File: src/rtl/piso_pkg.sv
// Shared types, limits and frame-length helpers for the PISO serializer.
// Optional feature: define PISO_PARITY_EN to append an even-parity bit to every frame.
package piso_pkg;

  typedef enum logic [1:0] {
    IDLE  = 2'd0,
    SHIFT = 2'd1
  } state_t;

  localparam int PISO_MAX_WIDTH = 32;

`ifdef PISO_PARITY_EN
  localparam bit PARITY_EN = 1'b1;
`else
  localparam bit PARITY_EN = 1'b0;
`endif

  // Bits on the wire per accepted word (data plus optional parity).
  function automatic int frame_len(input int width);
`ifdef PISO_PARITY_EN
    return width + 1;
`else
    return width;
`endif
  endfunction

  // Bits still held after bit 0 leaves directly from din on the accept edge.
  function automatic int shreg_len(input int width);
    return PARITY_EN ? width : width - 1;
  endfunction

endpackage

File: src/rtl/piso_shreg.sv
// Load/shift register for the PISO serializer: holds the not-yet-sent bits,
// counts bits of the current frame and flags the final one.
// With PISO_PARITY_EN the word's even parity rides in the extra MSB.
module piso_shreg
  import piso_pkg::*;
#(
  parameter int WIDTH = 8
) (
  input  logic             clk,
  input  logic             rst,
  input  logic             load,
  input  logic             shift,
  input  logic             clear,
  input  logic [WIDTH-1:0] din,
  output logic             next_bit,
  output logic             last
);

  localparam int FL  = frame_len(WIDTH);
  localparam int SRW = shreg_len(WIDTH);
  localparam int CW  = $clog2(WIDTH + 2);

  logic [SRW-1:0] shreg;
  logic [SRW-1:0] ld_val;
  logic [CW-1:0]  cnt;
  logic           last_r;

`ifdef PISO_PARITY_EN
  assign ld_val = {^din, din[WIDTH-1:1]};
`else
  assign ld_val = din[WIDTH-1:1];
`endif

  // Bit that goes onto the wire at the coming edge: din[0] on a load, else the register head.
  assign next_bit = load ? din[0] : shreg[0];
  assign last     = last_r;

  // Load a fresh word, advance one bit, or clear at end of frame.
  always_ff @(posedge clk or negedge rst) begin
    if (!rst) begin
      shreg  <= '0;
      cnt    <= '0;
      last_r <= 1'b0;
    end else if (load) begin
      shreg  <= ld_val;
      cnt    <= CW'(1);
      last_r <= 1'b0;
    end else if (shift) begin
      shreg  <= shreg >> 1;
      cnt    <= cnt + CW'(1);
      // Counter reaching FL-1 here means the bit being launched is the final one.
      last_r <= (cnt == CW'(FL - 1));
    end else if (clear) begin
      shreg  <= '0;
      cnt    <= '0;
      last_r <= 1'b0;
    end
  end

endmodule

File: src/rtl/piso_serializer.sv
// Parallel-in serial-out transmitter: accepts a WIDTH-bit word on a
// valid/ready handshake and sends it LSB first with frame markers.
// Back-to-back words stream with no idle cycle between frames.
// Optional feature: PISO_PARITY_EN appends an even-parity bit (frame = WIDTH+1).
module piso_serializer
  import piso_pkg::*;
#(
  parameter int WIDTH = 8
) (
  input  logic             clk,
  input  logic             rst,
  input  logic [WIDTH-1:0] din,
  input  logic             din_valid,
  output logic             din_ready,
  output logic             qout,
  output logic             qoutb,
  output logic             sout_valid,
  output logic             sout_last,
  output logic             busy
);

  state_t state;
  logic   accept;
  logic   shift;
  logic   clear;
  logic   next_bit;
  logic   last;

  // Ready when idle, or on the final bit so the next word follows without a gap.
  assign din_ready = (state == IDLE) || last;
  assign accept    = din_valid && din_ready;
  assign shift     = (state == SHIFT) && !last;
  assign clear     = (state == SHIFT) && last && !accept;

  piso_shreg #(.WIDTH(WIDTH)) u_shreg (
    .clk      (clk),
    .rst      (rst),
    .load     (accept),
    .shift    (shift),
    .clear    (clear),
    .din      (din),
    .next_bit (next_bit),
    .last     (last)
  );

  // FSM and registered serial outputs; qout/qoutb always come from the same next-bit value.
  always_ff @(posedge clk or negedge rst) begin
    if (!rst) begin
      state      <= IDLE;
      qout       <= 1'b0;
      qoutb      <= 1'b1;
      sout_valid <= 1'b0;
    end else begin
      case (state)
        IDLE: begin
          if (accept) begin
            state      <= SHIFT;
            qout       <= next_bit;
            qoutb      <= ~next_bit;
            sout_valid <= 1'b1;
          end
        end
        SHIFT: begin
          if (!last || accept) begin
            state      <= SHIFT;
            qout       <= next_bit;
            qoutb      <= ~next_bit;
            sout_valid <= 1'b1;
          end else begin
            state      <= IDLE;
            qout       <= 1'b0;
            qoutb      <= 1'b1;
            sout_valid <= 1'b0;
          end
        end
        default: begin
          state      <= IDLE;
          qout       <= 1'b0;
          qoutb      <= 1'b1;
          sout_valid <= 1'b0;
        end
      endcase
    end
  end

  assign sout_last = last;
  assign busy      = (state == SHIFT);

endmodule

File: config.mk
export PLATFORM = sky130hd
export DESIGN_NAME = piso_serializer
export DESIGN_NICKNAME = d
export VERILOG_FILES = /design/src/rtl/piso_pkg.sv /design/src/rtl/piso_shreg.sv /design/src/rtl/piso_serializer.sv
export SDC_FILE = /design/constraint.sdc
export NUM_CORES = 1
export LEC_CHECK = 0
export ABC_AREA = 1
export BUFFER_PORTS_ARGS = -buffer_cell sky130_fd_sc_hd__buf_2
export CAP_MARGIN = 20
export CORE_MARGIN = 1
export CORE_UTILIZATION = 30
export DETAILED_ROUTE_END_ITERATION = 8
export HOLD_SLACK_MARGIN = 0.08
export SLEW_MARGIN = 20
export SYNTH_ARGS = -nofsm -noshare
export SYNTH_HDL_FRONTEND = slang
export SYNTH_SLANG_ARGS = --single-unit
export TNS_END_PERCENT = 20
File: constraint.sdc
create_clock -name clk -period 0.98 [get_ports clk]
set_input_delay 0.196 -clock clk [delete_from_list [all_inputs] [get_ports clk]]
set_output_delay 0.196 -clock clk [all_outputs]
set_load 0.01 [all_outputs]
### Yosys cells after proc, flatten, opt, wreduce, memory -nomap -nowiden

Cells that the tools add are included.

* add/subtract/negate cells: 1
* equal/unequal tests: 3
* multiplexer cells: 22
* bitwise gates (word level): 1
* reduce and logical (&&, ||, !) cells: 10

Operator list (number)
* 7-bit two-way mux: 3
* 4-bit two-way mux: 3
* 1-bit two-way mux: 11
* 1-bit case mux with 2 select lines: 3
* 4-bit by 1-bit adder with 4-bit output, second input constant: 1
* 4-bit by 3-bit equality test with 1-bit output, second input constant: 1
* 1-bit logical AND: 4
* 2-bit case mux with 2 select lines: 1
* 3-bit nonzero test: 1
* 2-bit by 1-bit equality test with 1-bit output, second input constant: 1
* 1-bit logical NOT: 2
* 2-bit logical NOT: 1
* 1-bit logical OR: 2
* 2-bit two-way mux: 1
* 2-bit inequality test, second input constant: 1
* 1-bit NOT: 1

* bits in registers: 17
* input bits: 11

### Depth between registers and ports, before layout

* depth in word-level cells: 8
* depth in mapped cells: 5
* gate-level depth less buffers: 5

### Modules after synthesis

Synthesis repeated with hierarchy kept, for this count alone.

* cell total of the unflattened synthesis: 93
* area, all modules: 748.2 um^2

Modules (own cells, without submodules)
* piso_shreg: times used 1, cells each 72, area an instance 595.6 um^2
* piso_serializer: times used 1, cells each 21, area an instance 152.6 um^2

### Least setup slack after synthesis

OpenSTA, ideal clock, no wires.

* kind: register to register
* start point: register, netlist name sout_valid
* end point: register qout
* setup time: 117 ps
* arrival time: 894 ps
* path slack: -31 ps
* cell stages (with the launch flop): 6
* path buffers: 0
* period minus slack after synthesis: 1011 ps
* cells stage by stage: dfrtp_1 > inv_2 > nor2_4 > nand2_1 > nand3_1 > nor2_1

RTL lines
* to (signal assigned): line piso_serializer.sv:58 `qout <= next_bit;`
* to (signal assigned): line piso_serializer.sv:66 `qout <= next_bit;`
* to (decl): line piso_serializer.sv:15 `output logic qout,`

==> metrics <==
Post-synth EDFFs=0; first-pass GRT wire length=2270 um; fin nets=122; #FFs+latches synth=15; vias in the first global route=533; Final ANT Viol Nets=0; final setup fails=17; Longest Clk Path Bufs=2; Cell variety after synth=18; yosys warns=0; Initial DRC Count=12; reg2reg path depth=6; status=finished with violations; Syn Area/Cell=8.54 sq um; # port buffers=16; Final WS setup=-0.210 ns; CP endpoint kind=primary output; Inserted Diodes=0; Die Height=49.7 um; final period demand of the worst path=roughly 1.2 ns; Seq/Total Area, Yosys=between 50% and 60%; DRT Pass-1 Iters=4; Fmax achieved=840 MHz; Cell Chain, Critical Path=buf_6 -> buf_6; Critical Path Start=sout_valid; Post-Synthesis Cells=80; worst hold path class=in2reg; Cell Pwr Density=2730 nW/um^2; largest cells by area after synthesis=dfrtp_1 (51%), nand2_1 (15%), nand3_1 (8.8%), dfstp_2 (3.8%), inv_1 (3.3%); htree depth=1; Root Buffer=clkbuf_4; MaxCap Viol Count=0; clk_skew=0.00721 ns; Crit path max-delay family=flip-flops; synth cell count leaders=nand2_1 (28), dfrtp_1 (14), nand3_1 (12); GRT Max-Usage Layer=met2; Core ar.=2040 sq um; Worst Path Buf+Inv=2; Final TNS setup=-2.69 ns; Crit. path cell count=2; GR Util met2=between 10% and 20%; gr ovfl total=0; critical path arrival=0.99 ns; cts bufs inserted=3; period utilisation layout=121%; Core Rows=16; Final Hold Fails=0; GR Util met3=5.86%; VDD IR-drop max=0.00121 V; RR Startpoint=u_shreg.last; worst rel slew slack=76.6%; clk slew on worst S/H paths=0.10 ns; Post-Route Utilization=47.4%; Worst Setup EP=busy; Net Count, Synth=92; total vias in the final route=between 600 and 700; Die X=49.7 um; Worst Path Max Fanout=4; largest net degree at the start of global routing=16; Initial Utilization=33.5%; synthesized area=683 sq um; Critical Path Slowest Stage Cell=dfrtp_2; top-count cell post-synth=nand2_1; RSZ-0062 raised after global routing=true; post-DP HPWL=1000 um; Critical Path RT=a little under 0.8 ns; Area Growth Syn to Fin=41.6%; CTS sink cnt=15; failing checks=negative setup slack; most used cell, CP=buf_6; # DRC=0; wire length per cell=between 10 and 15 um; layout cell share with drive strength beyond 1=a little under two fifths; cell taking the most area after synthesis=dfrtp_1; initial antenna violation count=0; Async S/R FF share, synth=100%; Leak Pwr=about 0.5 nW; top-area cell type share of the netlist area=51.3%; Worst Tran Pin Value=0.351 ns; Post-Route WL=1420 um; kind of critical path=reg2out; I/O pin cnt=17; crit start category=register; GR Util All Layers=12.7%; placer congestion estimate=between 0.7 and 0.8; CTS tree=yes; Worst-Skew Late Latency=0.29 ns; dominant synthesized flop cell=dfrtp_1; Critical R2R Capture=u_shreg.shreg[2]; Final Slew Violations=0; vias per cell=around 4.6; Die Area=2470 sq um; CP peak stage delay=0.46 ns; R2R setup slack=-0.18 ns; GRT met1 Usage=between 15 and 20%
## worst register-to-register path, delay by kind of cell (launching register included)
family	cells	cell delay, ns
buffers and inverters	3	0.38
and+or+nand+nor	3	0.30
DFF	1	0.43
## worst min path at each step
stage | start | endpoint | slack, ns | cells after the start
2_1_floorplan | rst | qout | -0.1 | 0
3_3_place_gp | rst | u_shreg.cnt[2] | 0.12 | 1
3_5_place_dp | rst | u_shreg.cnt[2] | 0.12 | 1
4_1_cts | din[7] | u_shreg.shreg[6] | 0.1 | 3
5_1_grt | din[7] | u_shreg.shreg[6] | 0.11 | 3
6_report | din[7] | u_shreg.shreg[6] | 0.10 | 3
## logic make-up after synthesis
group / after synthesis / synth area share (%)
and+or+nand+nor: 48 / 31.1
DFF: 15 / 55.1
buffers and inverters: 10 / 6.23
AOI/OAI and AO/OA: 5 / 4.40
xor gates and xnor gates: 1 / 1.28
adders and majority gates: 1 / 1.83
## per-stage QoR
step           cell area [sq um]  power (mW)  hold slack (ns)  worst slack, ns  cells
2_1_floorplan                684        1.65          -0.0996        -0.000122     80
3_3_place_gp                 838        2.01            0.118          -0.0137    128
3_5_place_dp                 838        2.04            0.122          -0.0372    128
4_1_cts                      932        2.56           0.0968           -0.212    136
5_1_grt                      967        2.85            0.111           -0.267    136
6_report                     967        2.64            0.103           -0.210    136
## registers in the layout, summed over array words and instances, names as in the netlist
| signal | cells |
|---|---|
| u_shreg.last | 1 |
| qoutb | 1 |
| sout_valid | 1 |
| u_shreg.shreg | 7 |
| qout | 1 |
| u_shreg.cnt | 4 |
## what timing repair did
action / in CTS / in global routing
setup buffers: 3 / 0
setup endpoints to repair: 18 / 20
endpoints found under the hold margin: 14 / 0
gates resized for setup: 7 / 9
pin swaps: 1 / 5
hold buffers: 1 / 0
## final cells by class
cell class / count / area, sq um
fill: 206 / 1070
timing repair buffer: 27 / 209
multi-input combinational: 55 / 289
sequential: 15 / 379
inverter: 8 / 30.0
clock buffer: 4 / 26.3
tap: 27 / 33.8
## cell usage in the layout (no fill, tap or decap), drive strengths merged
cell and n:
nor2 5, dfrtp 14, a22o 1, buf 26, nand2 29, ha 1
clkbuf 4, inv 8, o22ai 1, nand3 12, o21ai 3, nand4 2
dlygate4sd3 1, dfstp 1, xnor2 1
## per-layer routing
layer	wire, um	vias up
li1	-	315
met1	687	286
met2	627	19
met3	81	4
met4	23	0
met5	0	-
## report_power, final
group / total [mW] / leakage (nW) / internal (mW) / switching [mW]
Clock: 0.366 / 0.0150 / 0.158 / 0.208
Combinational: 1.24 / 0.296 / 0.650 / 0.589
Sequential: 1.04 / 0.188 / 0.870 / 0.168
Total: 2.64 / 0.498 / 1.68 / 0.964
Note: power is estimated with default switching activity, not from simulation.
